### config.mk
export PLATFORM = sky130hd
export DESIGN_NAME = cache_mem_arbiter
export DESIGN_NICKNAME = d
export VERILOG_FILES = /design/src/rtl/cache_mem_arbiter.sv
export SDC_FILE = /design/constraint.sdc
export NUM_CORES = 1
export LEC_CHECK = 0
export BUFFER_PORTS_ARGS = -buffer_cell sky130_fd_sc_hd__clkbuf_2
export CAP_MARGIN = 25
export CORE_AREA = 2 2 103 105
export DETAILED_ROUTE_END_ITERATION = 16
export DIE_AREA = 0 0 105 107
export PLACE_DENSITY = 0.77
export SLEW_MARGIN = 30
export SYNTH_ARGS = -nofsm -noshare
export SYNTH_HDL_FRONTEND = slang
export SYNTH_SLANG_ARGS = --single-unit
### constraint.sdc
create_clock -name CLK -period 4.2 [get_ports CLK]
set_clock_uncertainty 0.05 [all_clocks]
set_input_delay 0.63 -clock CLK [delete_from_list [all_inputs] [get_ports CLK]]
set_output_delay 0.63 -clock CLK [all_outputs]
set_load 0.1 [all_outputs]
### src/rtl/cache_mem_arbiter.sv
// Shares one memory port between icache and dcache traffic, one transaction at a time.
// dcache has priority, a starvation streak forces icache through, and a watchdog aborts stuck accesses.
module cache_mem_arbiter #(
  parameter int ADDR_W     = 32,
  parameter int DATA_W     = 32,
  parameter int STARVE_MAX = 4,
  parameter int TIMEOUT    = 255
) (
  input  logic              CLK,
  input  logic              nRST,
  input  logic              iREN,
  input  logic [ADDR_W-1:0] iaddr,
  output logic              iwait,
  output logic [DATA_W-1:0] iload,
  input  logic              dREN,
  input  logic              dWEN,
  input  logic [ADDR_W-1:0] daddr,
  input  logic [DATA_W-1:0] dstore,
  output logic              dwait,
  output logic [DATA_W-1:0] dload,
  output logic              ramREN,
  output logic              ramWEN,
  output logic [ADDR_W-1:0] ramaddr,
  output logic [DATA_W-1:0] ramstore,
  input  logic [DATA_W-1:0] ramload,
  input  logic              ram_ready,
  output logic              busy,
  output logic              timeout_err
);

  // state | meaning
  // IDLE  | no access in flight, arbitrate pending requests
  // IACC  | icache read on the memory port
  // DACC  | dcache read or write on the memory port
  localparam logic [1:0] IDLE = 2'd0;
  localparam logic [1:0] IACC = 2'd1;
  localparam logic [1:0] DACC = 2'd2;

  localparam int WD_W = $clog2(TIMEOUT + 1);
  localparam int ST_W = $clog2(STARVE_MAX + 1);
  localparam logic [WD_W-1:0] WD_LIMIT   = WD_W'(TIMEOUT);
  localparam logic [ST_W-1:0] STREAK_MAX = ST_W'(STARVE_MAX);

  logic [1:0]        r_state;
  logic              r_op_wr;
  logic [ADDR_W-1:0] r_ramaddr;
  logic [DATA_W-1:0] r_ramstore;
  logic [ST_W-1:0]   r_streak;
  logic [WD_W-1:0]   r_wdog;
  logic              r_timeout_err;

  logic w_dreq;
  logic w_grant_d;
  logic w_grant_i;
  logic w_in_acc;
  logic w_idone;
  logic w_ddone;
  logic w_abort;

  assign w_dreq    = dREN | dWEN;
  assign w_grant_d = (r_state == IDLE) && w_dreq && (!iREN || (r_streak < STREAK_MAX));
  assign w_grant_i = (r_state == IDLE) && iREN && !w_grant_d;
  assign w_in_acc  = (r_state != IDLE);
  assign w_idone   = (r_state == IACC) && ram_ready;
  assign w_ddone   = (r_state == DACC) && ram_ready;
  // completion wins over the watchdog when both land in the same cycle
  assign w_abort   = w_in_acc && !ram_ready && (r_wdog == WD_LIMIT);

  always_ff @(posedge CLK or negedge nRST) begin
    if (!nRST) begin
      r_state       <= IDLE;
      r_op_wr       <= 1'b0;
      r_ramaddr     <= '0;
      r_ramstore    <= '0;
      r_streak      <= '0;
      r_wdog        <= '0;
      r_timeout_err <= 1'b0;
    end else begin
      case (r_state)
        IDLE: begin
          r_wdog <= '0;
          if (w_grant_d) begin
            r_state    <= DACC;
            r_ramaddr  <= daddr;
            r_ramstore <= dstore;
            r_op_wr    <= dWEN;
            if (!iREN)
              r_streak <= '0;
            else if (r_streak != STREAK_MAX)
              r_streak <= r_streak + ST_W'(1);
          end else if (w_grant_i) begin
            r_state   <= IACC;
            r_ramaddr <= iaddr;
            r_op_wr   <= 1'b0;
            r_streak  <= '0;
          end
        end
        IACC, DACC: begin
          if (ram_ready || w_abort) begin
            r_state <= IDLE;
            r_wdog  <= '0;
          end else begin
            r_wdog <= r_wdog + WD_W'(1);
          end
          if (w_abort)
            r_timeout_err <= 1'b1;
        end
        default: r_state <= IDLE;
      endcase
    end
  end

  assign ramREN      = w_in_acc && !r_op_wr;
  assign ramWEN      = w_in_acc && r_op_wr;
  assign ramaddr     = r_ramaddr;
  assign ramstore    = r_ramstore;
  assign busy        = w_in_acc;
  assign timeout_err = r_timeout_err;

  // a requester that dropped its request mid-access sees no data
  assign iwait = iREN && !w_idone;
  assign iload = (w_idone && iREN) ? ramload : '0;
  assign dwait = w_dreq && !w_ddone;
  assign dload = (w_ddone && dREN && !r_op_wr) ? ramload : '0;

endmodule

Word-level counts from Yosys, hierarchy flattened
Index checks and enable logic that the tools add are counted.

cells by class
  add/subtract/negate cells = 2
  multiply operators = 0
  div/mod/pow operators = 0
  magnitude comparators = 1
  eq/ne operators = 7
  shifts and indexed selects = 0
  muxes and demuxes = 16
  bitwise gates (word level) = 1
  reduce and logical (&&, ||, !) cells = 33

operators with widths
  operator                                               count
  2-to-1 mux 32 bit                                      4
  one-hot mux 8 bit (2 select lines)                     1
  logical AND 1 bit                                      15
  2-to-1 mux 3 bit                                       4
  adder 8 x 1 -> 8 bit, second input constant            1
  == test 8 bit, second input constant                   1
  2-to-1 mux 8 bit                                       1
  AND reduction 2 bit                                    4
  zero test 1 bit                                        6
  2-to-1 mux 2 bit                                       3
  inequality test 3 bit, second input constant           2
  nonzero test 2 bit                                     3
  one-hot mux 2 bit (2 select lines)                     1
  adder 3 x 1 -> 3 bit, second input constant            1
  < comparator 3 bit, second input constant              1
  inequality test 3 x 2 -> 1 bit, second input constant  1
  AND reduction 3 bit                                    1
  == test 2 x 1 -> 1 bit, second input constant          1
  == test 2 bit, second input constant                   1
  zero test 2 bit                                        1
  logical OR 1 bit                                       2
  2-to-1 mux 1 bit                                       2
  inequality test 2 bit, second input constant           1
  OR reduction 2 bit                                     1
  OR 1 bit                                               1

storage, ports and cells
  flip-flop bits (word level) = 79
  bits in latches = 0
  RAM bits = 0
  ROM bits = 0
  bits of input ports = 134
  output and inout bits = 134
  logic and storage cells = 67
  memories kept = 0

Longest topological paths before layout
Gate-level depths: netlist of run 1.

  depth in word-level cells = 8
  depth in mapped cells = 7
  mapped depth without buffers = 6

Worst setup path after synthesis of run 1
No wires, ideal clock.

  path kind = input port to output port
  start = in iREN
  end = out iwait
  arrival time = 3.023 ns
  path slack = 0.497 ns
  stages on the path = 2
  path buffers = 1
  cell sequence = buf_2 -> a21boi_0

between the ends
  word-level cells in the longest chain between the ends = 1

ends and longest elaborated chain
  item                line  text
  start: declaration  11    input logic iREN,
  logical AND 1 bit   121   assign iwait = iREN && !w_idone;
  end: declaration    13    output logic iwait,

No other way between the ends.

Worst setup path after layout of run 1
  start = reg r_state[0]
  end = out dload[17]

between the ends
  word-level cells in the longest chain between the ends = 5

ends and longest elaborated chain
  item                            line  text
  start: declaration              44    logic [1:0] r_state;
  start signal: assignment        71    r_state <= IDLE;
  start signal: assignment        83    r_state <= DACC;
  start signal: assignment        92    r_state <= IACC;
  == test 2 bit                   65    assign w_ddone = (r_state == DACC) && ram_ready;
  logical AND 1 bit               65
  logical AND 1 bit (2 in a row)  124   assign dload = (w_ddone && dREN && !r_op_wr) ? ramload : '0;
  2-to-1 mux 32 bit               124
  end: declaration                20    output logic [DATA_W-1:0] dload,

No other way between the ends.

==> flow_summary_export.csv, run 1 <==
group,metric,value,unit
clock_network,hold_buffers,0,
logic_synthesis,synthArstFlopShare,100,%
grt,antenna_found_initial,1,
clock_network,post_cts.repair.setup_buffers,0,
logic_synthesis,ys_warn_count,0,
floorplanning,fp.coreArea,0.0101,mm^2
placement,post-dp-hpwl,8790,um
clock_network,postCtsResizedCells,0,
logic_synthesis,synth_nets,518,
critical_path,timing.rr.start,"r_streak[2]$_DFFE_PN0P_",
clock_network,htreeDepth,3,
critical_path,crit_required,3520,ps
logic_synthesis,syn_area,0.00401,mm^2
floorplanning,die-area,0.0112,mm^2
clock_network,clk_latency,340,ps
clock_network,cts_buffers,9,
routing,final_antenna_net_count,0,
routing,wl_met3,781,um
timing,setup_viol,0,
routing,drc_errors,0,
grt,grt_pass1_vias,3709,
final_layout,nets,774,
floorplanning,rows,37,
logic_synthesis,netlist_instances,376,
critical_path,r2r_end,"ramaddr[4]$_DFFE_PN0P_",
routing,via_per_inst,4.81,
run_status,status,"completed",
routing,vias,3720,
timing,fin_crit_sh,74.6,%
placement,port_buffers,267,
timing,fin_crit,3130,ps
grt,grt_overflow,0,
floorplanning,io_pins,268,
routing,wl_met2,5810,um
flow_run,max_cap_violations,0,
clock_network,cts_tree,"done",
critical_path,critical_path_class,"flop to primary output",
floorplanning,start_util,39.7,%
clock_network,cts.sinks,79,
routing,top_layer,"met4",
logic_synthesis,synth_edf_count,0,
grt,grt_max_degree,80,
timing,drv_slew,0,
critical_path,worstSetupStartpointType,"flop",
critical_path,cp_data_arrival_time,2450,ps
timing,final-hold-violation-count,0,
timing,rsz0062_at_grt,"false",
routing,post_drt_wl_per_cell,14.5,um
routing,first_pass_iters,4,
timing,worstMarginPinSlew,835,ps
critical_path,r2r_cells,4,
placement,gp_congestion,0.923,
logic_synthesis,synth_seq_cells,79,
final_layout,final_util,55.3,%
critical_path,reg2reg_slack,1990,ps
critical_path,crit_path_end_kind,"primary output",
logic_synthesis,seq_area_frac_synth,49.3,%
final_layout,drive_gt1_share,50.9,%
floorplanning,die_h,107,um
clock_network,clockRootBuffer,"clkbuf_8",
timing,max_slew_margin,44.2,%
logic_synthesis,ys.flop_type,"dfrtp_1",
final_layout,area_growth,39.3,%
logic_synthesis,syn_avg_cell_area,10.7,um^2
hold_path,hold_path.class,"input pin to asynchronous set/reset pin",
routing,drt_iter0_drc,136,
clock_network,clk_path_buf_depth,2,
routing,wl_met1,4320,um
logic_synthesis,synth_cell_types,41,
timing,max_freq,319,MHz
grt,track_usage,20.2,%
clock_network,clk_pin_slew,80,ps
routing,drt-total-wl,11200,um
critical_path,cp_max_fo,32,
floorplanning,dieWidth,105,um
timing,fin_setup_tns,0,ps
grt,grt_pass1_wl,18100,um
timing,holdWs,252,ps
-- synth_stat cells (all sizes together) (2+ instances only) --
cell	number	area share, %
nand3	5	0.75
clkbuf	11	1.0
inv	7	0.66
ha	8	2.5
nand2	16	1.6
nor3	3	0.37
nor2	40	3.7
dfrtp	79	49
xnor2	2	0.44
o22ai	33	5.1
o21ai	5	0.62
a21oi	37	5.0
buf	13	2.3
and2	64	10
and4b	2	0.50
mux2	33	12
-- metrics by stage --
step | setup slack [ps] | instance area, um^2 | std cells
6_report | 1070 | 5590 | 774
3_5_place_dp | 1330 | 5400 | 757
5_1_grt | 868 | 5590 | 774
2_1_floorplan | 497 | 4010 | 376
4_1_cts | 1020 | 5570 | 773
3_3_place_gp | 1410 | 5400 | 757
-- registers in the layout, summed over array words and instances (netlist names) --
name / count
ramaddr: 32
ramstore: 32
r_wdog: 8
r_streak: 3
r_state: 2
r_op_wr: 1
timeout_err: 1
-- worst max-delay path by stage --
stage	start	endpoint	slack, ps
after floorplan	iREN	iwait	500
after global placement	dREN	dload[1]	1410
after detailed placement	dREN	dload[11]	1330
after CTS	r_state[0]$_DFFE_PN0P_	dload[11]	1020
after global routing	r_state[0]$_DFFE_PN0P_	dload[24]	870
final	r_state[0]$_DFFE_PN0P_	dload[17]	1070
-- worst max-delay path: stages (launching register included) --
cell and delay [ps]:
dfrtp_1 410, inv_1 140, ha_1 190, and4b_1 690
and2_1 230, clkbuf_2 450
-- layer usage --
layer	up-vias	GRT usage (%)
met1	1717	22.6
met5	-	0
met2	174	36.5
met3	20	4.92
li1	1809	-
met4	0	8.86
-- final cells by class --
class / count / area [um^2]
fill: 906 / 4510
inverter: 7 / 26.3
antenna: 1 / 2.50
clock inverter: 7 / 50.0
clock buffer: 9 / 124
sequential: 79 / 1980
multi-input combinational: 266 / 1880
tap: 136 / 170
timing repair buffer: 269 / 1360
-- cell usage in the layout, fill, tap and decap left out, drive strengths merged, types with 2 or more instances in the layout --
cell,count
clkinvlp,3
nor2,40
o21ai,5
o22ai,33
ha,8
clkbuf,275
nand2,16
nor3,3
and4b,2
clkinv,4
a21oi,37
and2,64
mux2,33
dfrtp,79
inv,7
nand3,5
xnor2,2
buf,3
-- cell families after synthesis --
logic type      count (synthesis)  share of synthesized area [%]
compound gates                 84                           13.3
xor+xnor                        3                          0.656
fa+ha+maj                       8                           2.50
buf+inv                        31                           3.96
flops                          79                           49.3
mux                            33                           11.9
simple gates                  138                           18.4
Power of run 1 is not shown: default switching activity piles up to over one toggle a cycle in this logic, so the estimate is an artifact.
==> run 2: changes to the inputs <==
--- a/config.mk
+++ b/config.mk
@@ -7,10 +7,10 @@
 export LEC_CHECK = 0
 export BUFFER_PORTS_ARGS = -buffer_cell sky130_fd_sc_hd__clkbuf_2
 export CAP_MARGIN = 25
-export CORE_AREA = 2 2 103 105
+export CORE_AREA = 2 2 104 106
 export DETAILED_ROUTE_END_ITERATION = 16
-export DIE_AREA = 0 0 105 107
-export PLACE_DENSITY = 0.77
+export DIE_AREA = 0 0 106 108
+export PLACE_DENSITY = 0.75
 export SLEW_MARGIN = 30
 export SYNTH_ARGS = -nofsm -noshare
 export SYNTH_HDL_FRONTEND = slang
==> constraint.sdc (replaced) <==
create_clock -name CLK -period 3.25 [get_ports CLK]
set_clock_uncertainty 0.05 [all_clocks]
set_input_delay 0.4875 -clock CLK [delete_from_list [all_inputs] [get_ports CLK]]
set_output_delay 0.4875 -clock CLK [all_outputs]
set_load 0.1 [all_outputs]
==> run 2 against run 1 <==
Cell count is the same. Critical endpoint is now dload[27]. Sequential share of layout area shrank 0.31 points. Setup slack lost 800 ps. Critical path type unchanged.
==> flow_summary_export.csv, run 2 (synthesized netlist as in run 1, its figures left out) <==
group,metric,value,unit
floorplanning,rows,37,
timing,fin_crit,2980,ps
flow_run,max_cap_violations,0,
critical_path,max_stage_delay,700,ps
grt,antenna_found_initial,0,
routing,vias,3740,
clock_network,cts.sinks,79,
routing,post_drt_wl_per_cell,14.6,um
timing,drv_slew,0,
routing,via_per_inst,4.83,
final_layout,fillers,904,
timing,setup_viol,0,
placement,post-dp-hpwl,8850,um
timing,rsz0062_at_grt,"false",
grt,track_usage,19.6,%
grt,grt_overflow,0,
floorplanning,dieWidth,106,um
routing,first_pass_iters,4,
clock_network,htreeDepth,3,
clock_network,clk_pin_slew,80,ps
critical_path,r2r_end,"ramaddr[22]$_DFFE_PN0P_",
critical_path,crit_required,2710,ps
clock_network,post_cts.repair.setup_buffers,0,
critical_path,cp_data_arrival_time,2440,ps
critical_path,crit_path_end_kind,"primary output",
critical_path,cp_top_family,"simple AND/OR/NAND/NOR gates",
timing,max_freq,335,MHz
critical_path,critical_path_class,"flop to primary output",
hold_path,hold_path.class,"input pin to asynchronous set/reset pin",
placement,post-place-ws,578,ps
clock_network,postCtsResizedCells,0,
clock_network,hold_buffers,0,
floorplanning,die_h,108,um
routing,final_antenna_net_count,0,
timing,worstMarginPinSlew,813,ps
clock_network,clk_path_buf_depth,2,
critical_path,worstSetupPathDepth,5,
placement,port_buffers,267,
clock_network,clockRootBuffer,"clkbuf_8",
critical_path,timing.rr.start,"r_streak[2]$_DFFE_PN0P_",
critical_path,cp_max_fo,32,
critical_path,cp_num_buf_inv,2,
routing,drt-total-wl,11300,um
timing,finalWorstSetupSlack,269,ps
timing,fin_crit_sh,91.7,%
critical_path,crit_chain,"inv_1 > ha_1 > and4b_1 > and2_1 > clkbuf_2",
timing,holdWs,133,ps
floorplanning,fp.coreArea,0.0102,mm^2
floorplanning,die-area,0.0114,mm^2
clock_network,clk_latency,330,ps
timing,final-hold-violation-count,0,
grt,grt_pass1_vias,3626,
routing,drt_iter0_drc,148,
timing,max_slew_margin,45.7,%
critical_path,r2r_cells,4,
placement,gp_congestion,0.896,
final_layout,nets,775,
grt,grt_pass1_wl,17800,um
final_layout,antenna_cells,0,
final_layout,area_growth,40.6,%
final_layout,final_cell_mix,"clkbuf_2, dfrtp_1, and2_1",
critical_path,crit_path_top_delay_cell,"and4b_1",
final_layout,drive_gt1_share,50.6,%
floorplanning,io_pins,268,
final_layout,layout_commonest_cell,"clkbuf_2",
clock_network,cts_buffers,9,
grt,grt_max_degree,80,
critical_path,reg2reg_slack,1080,ps
floorplanning,start_util,39.2,%
clock_network,cts_tree,"done",
critical_path,worstSetupStartpointType,"flop",
timing,fin_setup_tns,0,ps
run_status,status,"completed",
final_layout,stdcell_count,774,
placement,place_inst,758,
routing,drc_errors,0,
-- run 2: worst max path at each step --
stage / from / endpoint / slack, ps
2_1_floorplan: r_state[0]$_DFFE_PN0P_ / ramWEN / 500
3_3_place_gp: iREN / iload[2] / 650
3_5_place_dp: iREN / iload[2] / 580
4_1_cts: r_state[1]$_DFFE_PN0P_ / iload[2] / 220
5_1_grt: r_state[0]$_DFFE_PN0P_ / dload[8] / 40
6_report: r_state[0]$_DFFE_PN0P_ / dload[27] / 270
-- run 2: layout make-up --
cell class                      instances  area, um^2  area share (%)
Sequential cell                        79        1980            35.1
Multi-Input combinational cell        266        1870            33.2
Timing Repair Buffer                  270        1370            24.2
Tap cell                              136         170            3.02
Clock buffer                           13         159            2.82
Clock inverter                          3        65.1            1.15
Inverter                                7        26.3           0.466
-- run 2: stage by stage --
stage / utilization (%) / cell area, um^2
finish: 55.1 / 5640
detailed placement: 52.9 / 5410
global route: 55.1 / 5640
global placement: 52.9 / 5410
CTS: 55.0 / 5630
floorplan: - / 4010
-- run 2: metal layers --
layer,track usage (%),vias to the layer above,part of all wire (%)
met1,21.9,1752,38
met4,8.18,0,2.5
met3,3.74,21,5.9
met2,36.7,162,53
li1,-,1805,-
met5,0,-,0
Power of run 2 is left out for the same reason.
==> run 3: changes to the inputs <==
--- a/config.mk
+++ b/config.mk
@@ -11,6 +11,7 @@
 export DETAILED_ROUTE_END_ITERATION = 16
 export DIE_AREA = 0 0 106 108
 export PLACE_DENSITY = 0.75
+export RECOVER_POWER = 100
 export SLEW_MARGIN = 30
 export SYNTH_ARGS = -nofsm -noshare
 export SYNTH_HDL_FRONTEND = slang
==> run 3 against run 2 <==
The run now ends with max-capacitance violations, max-slew violations left. Largest cell class unchanged. Setup slack worse by 44 ps. Flip-flop and latch count stayed put. Non-clock buffer count stayed put. Utilization is 2.2 points lower. Cell count stayed put. Maximum frequency is 1.5% lower. First-iteration DRC count is 26% lower.
==> flow_summary_export.csv, run 3 (synthesized netlist as in run 1, its figures left out) <==
group,metric,value,unit
run_status,status,"finished with violations",
run_status,violations,"max-capacitance violations, max-slew violations",
critical_path,startpoint,"r_state[1]$_DFFE_PN0P_",
clock_network,htreeDepth,3,
final_layout,nets,775,
critical_path,crit_required,2710,ps
critical_path,cp_data_arrival_time,2490,ps
floorplanning,fp.coreArea,0.0102,mm^2
clock_network,clk_latency,330,ps
critical_path,reg2reg_slack,480,ps
timing,setup_viol,0,
final_layout,area_growth,35.1,%
final_layout,final_cell_mix,"clkbuf_2, dfrtp_1, clkbuf_1",
critical_path,max_stage_delay,690,ps
clock_network,postCtsResizedCells,0,
critical_path,critical_path_class,"flop to primary output",
floorplanning,dieWidth,106,um
critical_path,crit_path_top_delay_cell,"and3_1",
hold_path,whs_path_depth,2,
routing,vias,3745,
floorplanning,rows,37,
floorplanning,die_h,108,um
hold_path,min_from,"dstore[15]",
timing,max_slew_margin,-27.9,%
placement,gp_congestion,0.896,
routing,via_per_inst,4.84,
timing,drv_slew,80,
floorplanning,die-area,0.0114,mm^2
clock_network,hold_buffers,0,
grt,grt_max_degree,80,
placement,port_buffers,267,
timing,worstMarginPinSlew,1920,ps
timing,fin_setup_tns,0,ps
hold_path,hold_path.class,"input pin to flop",
routing,drc_errors,0,
flow_run,max_cap_violations,1,
timing,final-hold-violation-count,0,
routing,drt_iter0_drc,109,
critical_path,r2r_end,"r_streak[0]$_DFFE_PN0P_",
grt,track_usage,19.6,%
hold_path,whs_endpoint,"ramstore[15]$_DFFE_PN0P_",
clock_network,cts_tree,"done",
routing,first_pass_iters,4,
grt,grt_overflow,0,
critical_path,crit_chain,"inv_1 > ha_1 > and3_1 > and2_0 > clkbuf_2",
critical_path,r2r_cells,5,
timing,rsz0062_at_grt,"false",
clock_network,cts.sinks,79,
clock_network,post_cts.repair.setup_buffers,0,
critical_path,worstSetupStartpointType,"flop",
clock_network,clk_path_buf_depth,2,
routing,final_antenna_net_count,0,
floorplanning,io_pins,268,
timing,holdWs,307,ps
final_layout,fillers,978,
timing,fin_crit,3030,ps
timing,max_freq,331,MHz
clock_network,clockRootBuffer,"clkbuf_8",
grt,grt_pass1_wl,17800,um
clock_network,cts_buffers,9,
clock_network,clk_pin_slew,80,ps
critical_path,cp_top_family,"simple AND/OR/NAND/NOR gates",
grt,antenna_found_initial,0,
final_layout,drive_gt1_share,34.8,%
critical_path,timing.rr.start,"r_state[0]$_DFFE_PN0P_",
placement,post-dp-hpwl,8850,um
critical_path,crit_path_end_kind,"primary output",
floorplanning,start_util,39.2,%
critical_path,cp_num_buf_inv,2,
final_layout,antenna_cells,0,
grt,grt_pass1_vias,3626,
timing,fin_crit_sh,93.1,%
routing,drt-total-wl,11300,um
routing,post_drt_wl_per_cell,14.6,um
critical_path,cp_max_fo,32,
final_layout,layout_commonest_cell,"clkbuf_2",
## run 3: final cells by class
cell class | count | area [um^2] | area share, %
Clock inverter | 3 | 65.1 | 1.20
Tap cell | 136 | 170 | 3.14
Multi-Input combinational cell | 266 | 1760 | 32.4
Clock buffer | 13 | 159 | 2.93
Inverter | 7 | 26.3 | 0.485
Timing Repair Buffer | 270 | 1260 | 23.3
Sequential cell | 79 | 1980 | 36.5
## run 3: worst max path at each step
stage                     slack [ps]       end  cells past startpoint
after floorplan                  500    ramWEN                      4
after global placement           650  iload[2]                      4
after detailed placement         580  iload[2]                      4
after CTS                        220  iload[2]                      5
after global routing              20  dload[8]                      5
final                            220  iload[2]                      5
## run 3: per-layer routing
metal	vias to the layer above	part of all wire [%]	track usage (%)
met2	170	53	36.7
met4	0	2.8	8.18
li1	1803	-	-
met3	25	6.1	3.74
met5	-	0	0
met1	1747	38	21.9
## run 3: per-stage QoR
stage          utilization (%)  std cells  setup WS [ps]  cell area [um^2]
2_1_floorplan                -        376            496              4010
3_3_place_gp              52.9        758            650              5410
3_5_place_dp              52.9        758            578              5410
4_1_cts                   55.0        774            220              5630
5_1_grt                   52.9        774           22.3              5420
6_report                  52.9        774            225              5420
Power of run 3 is left out for the same reason.
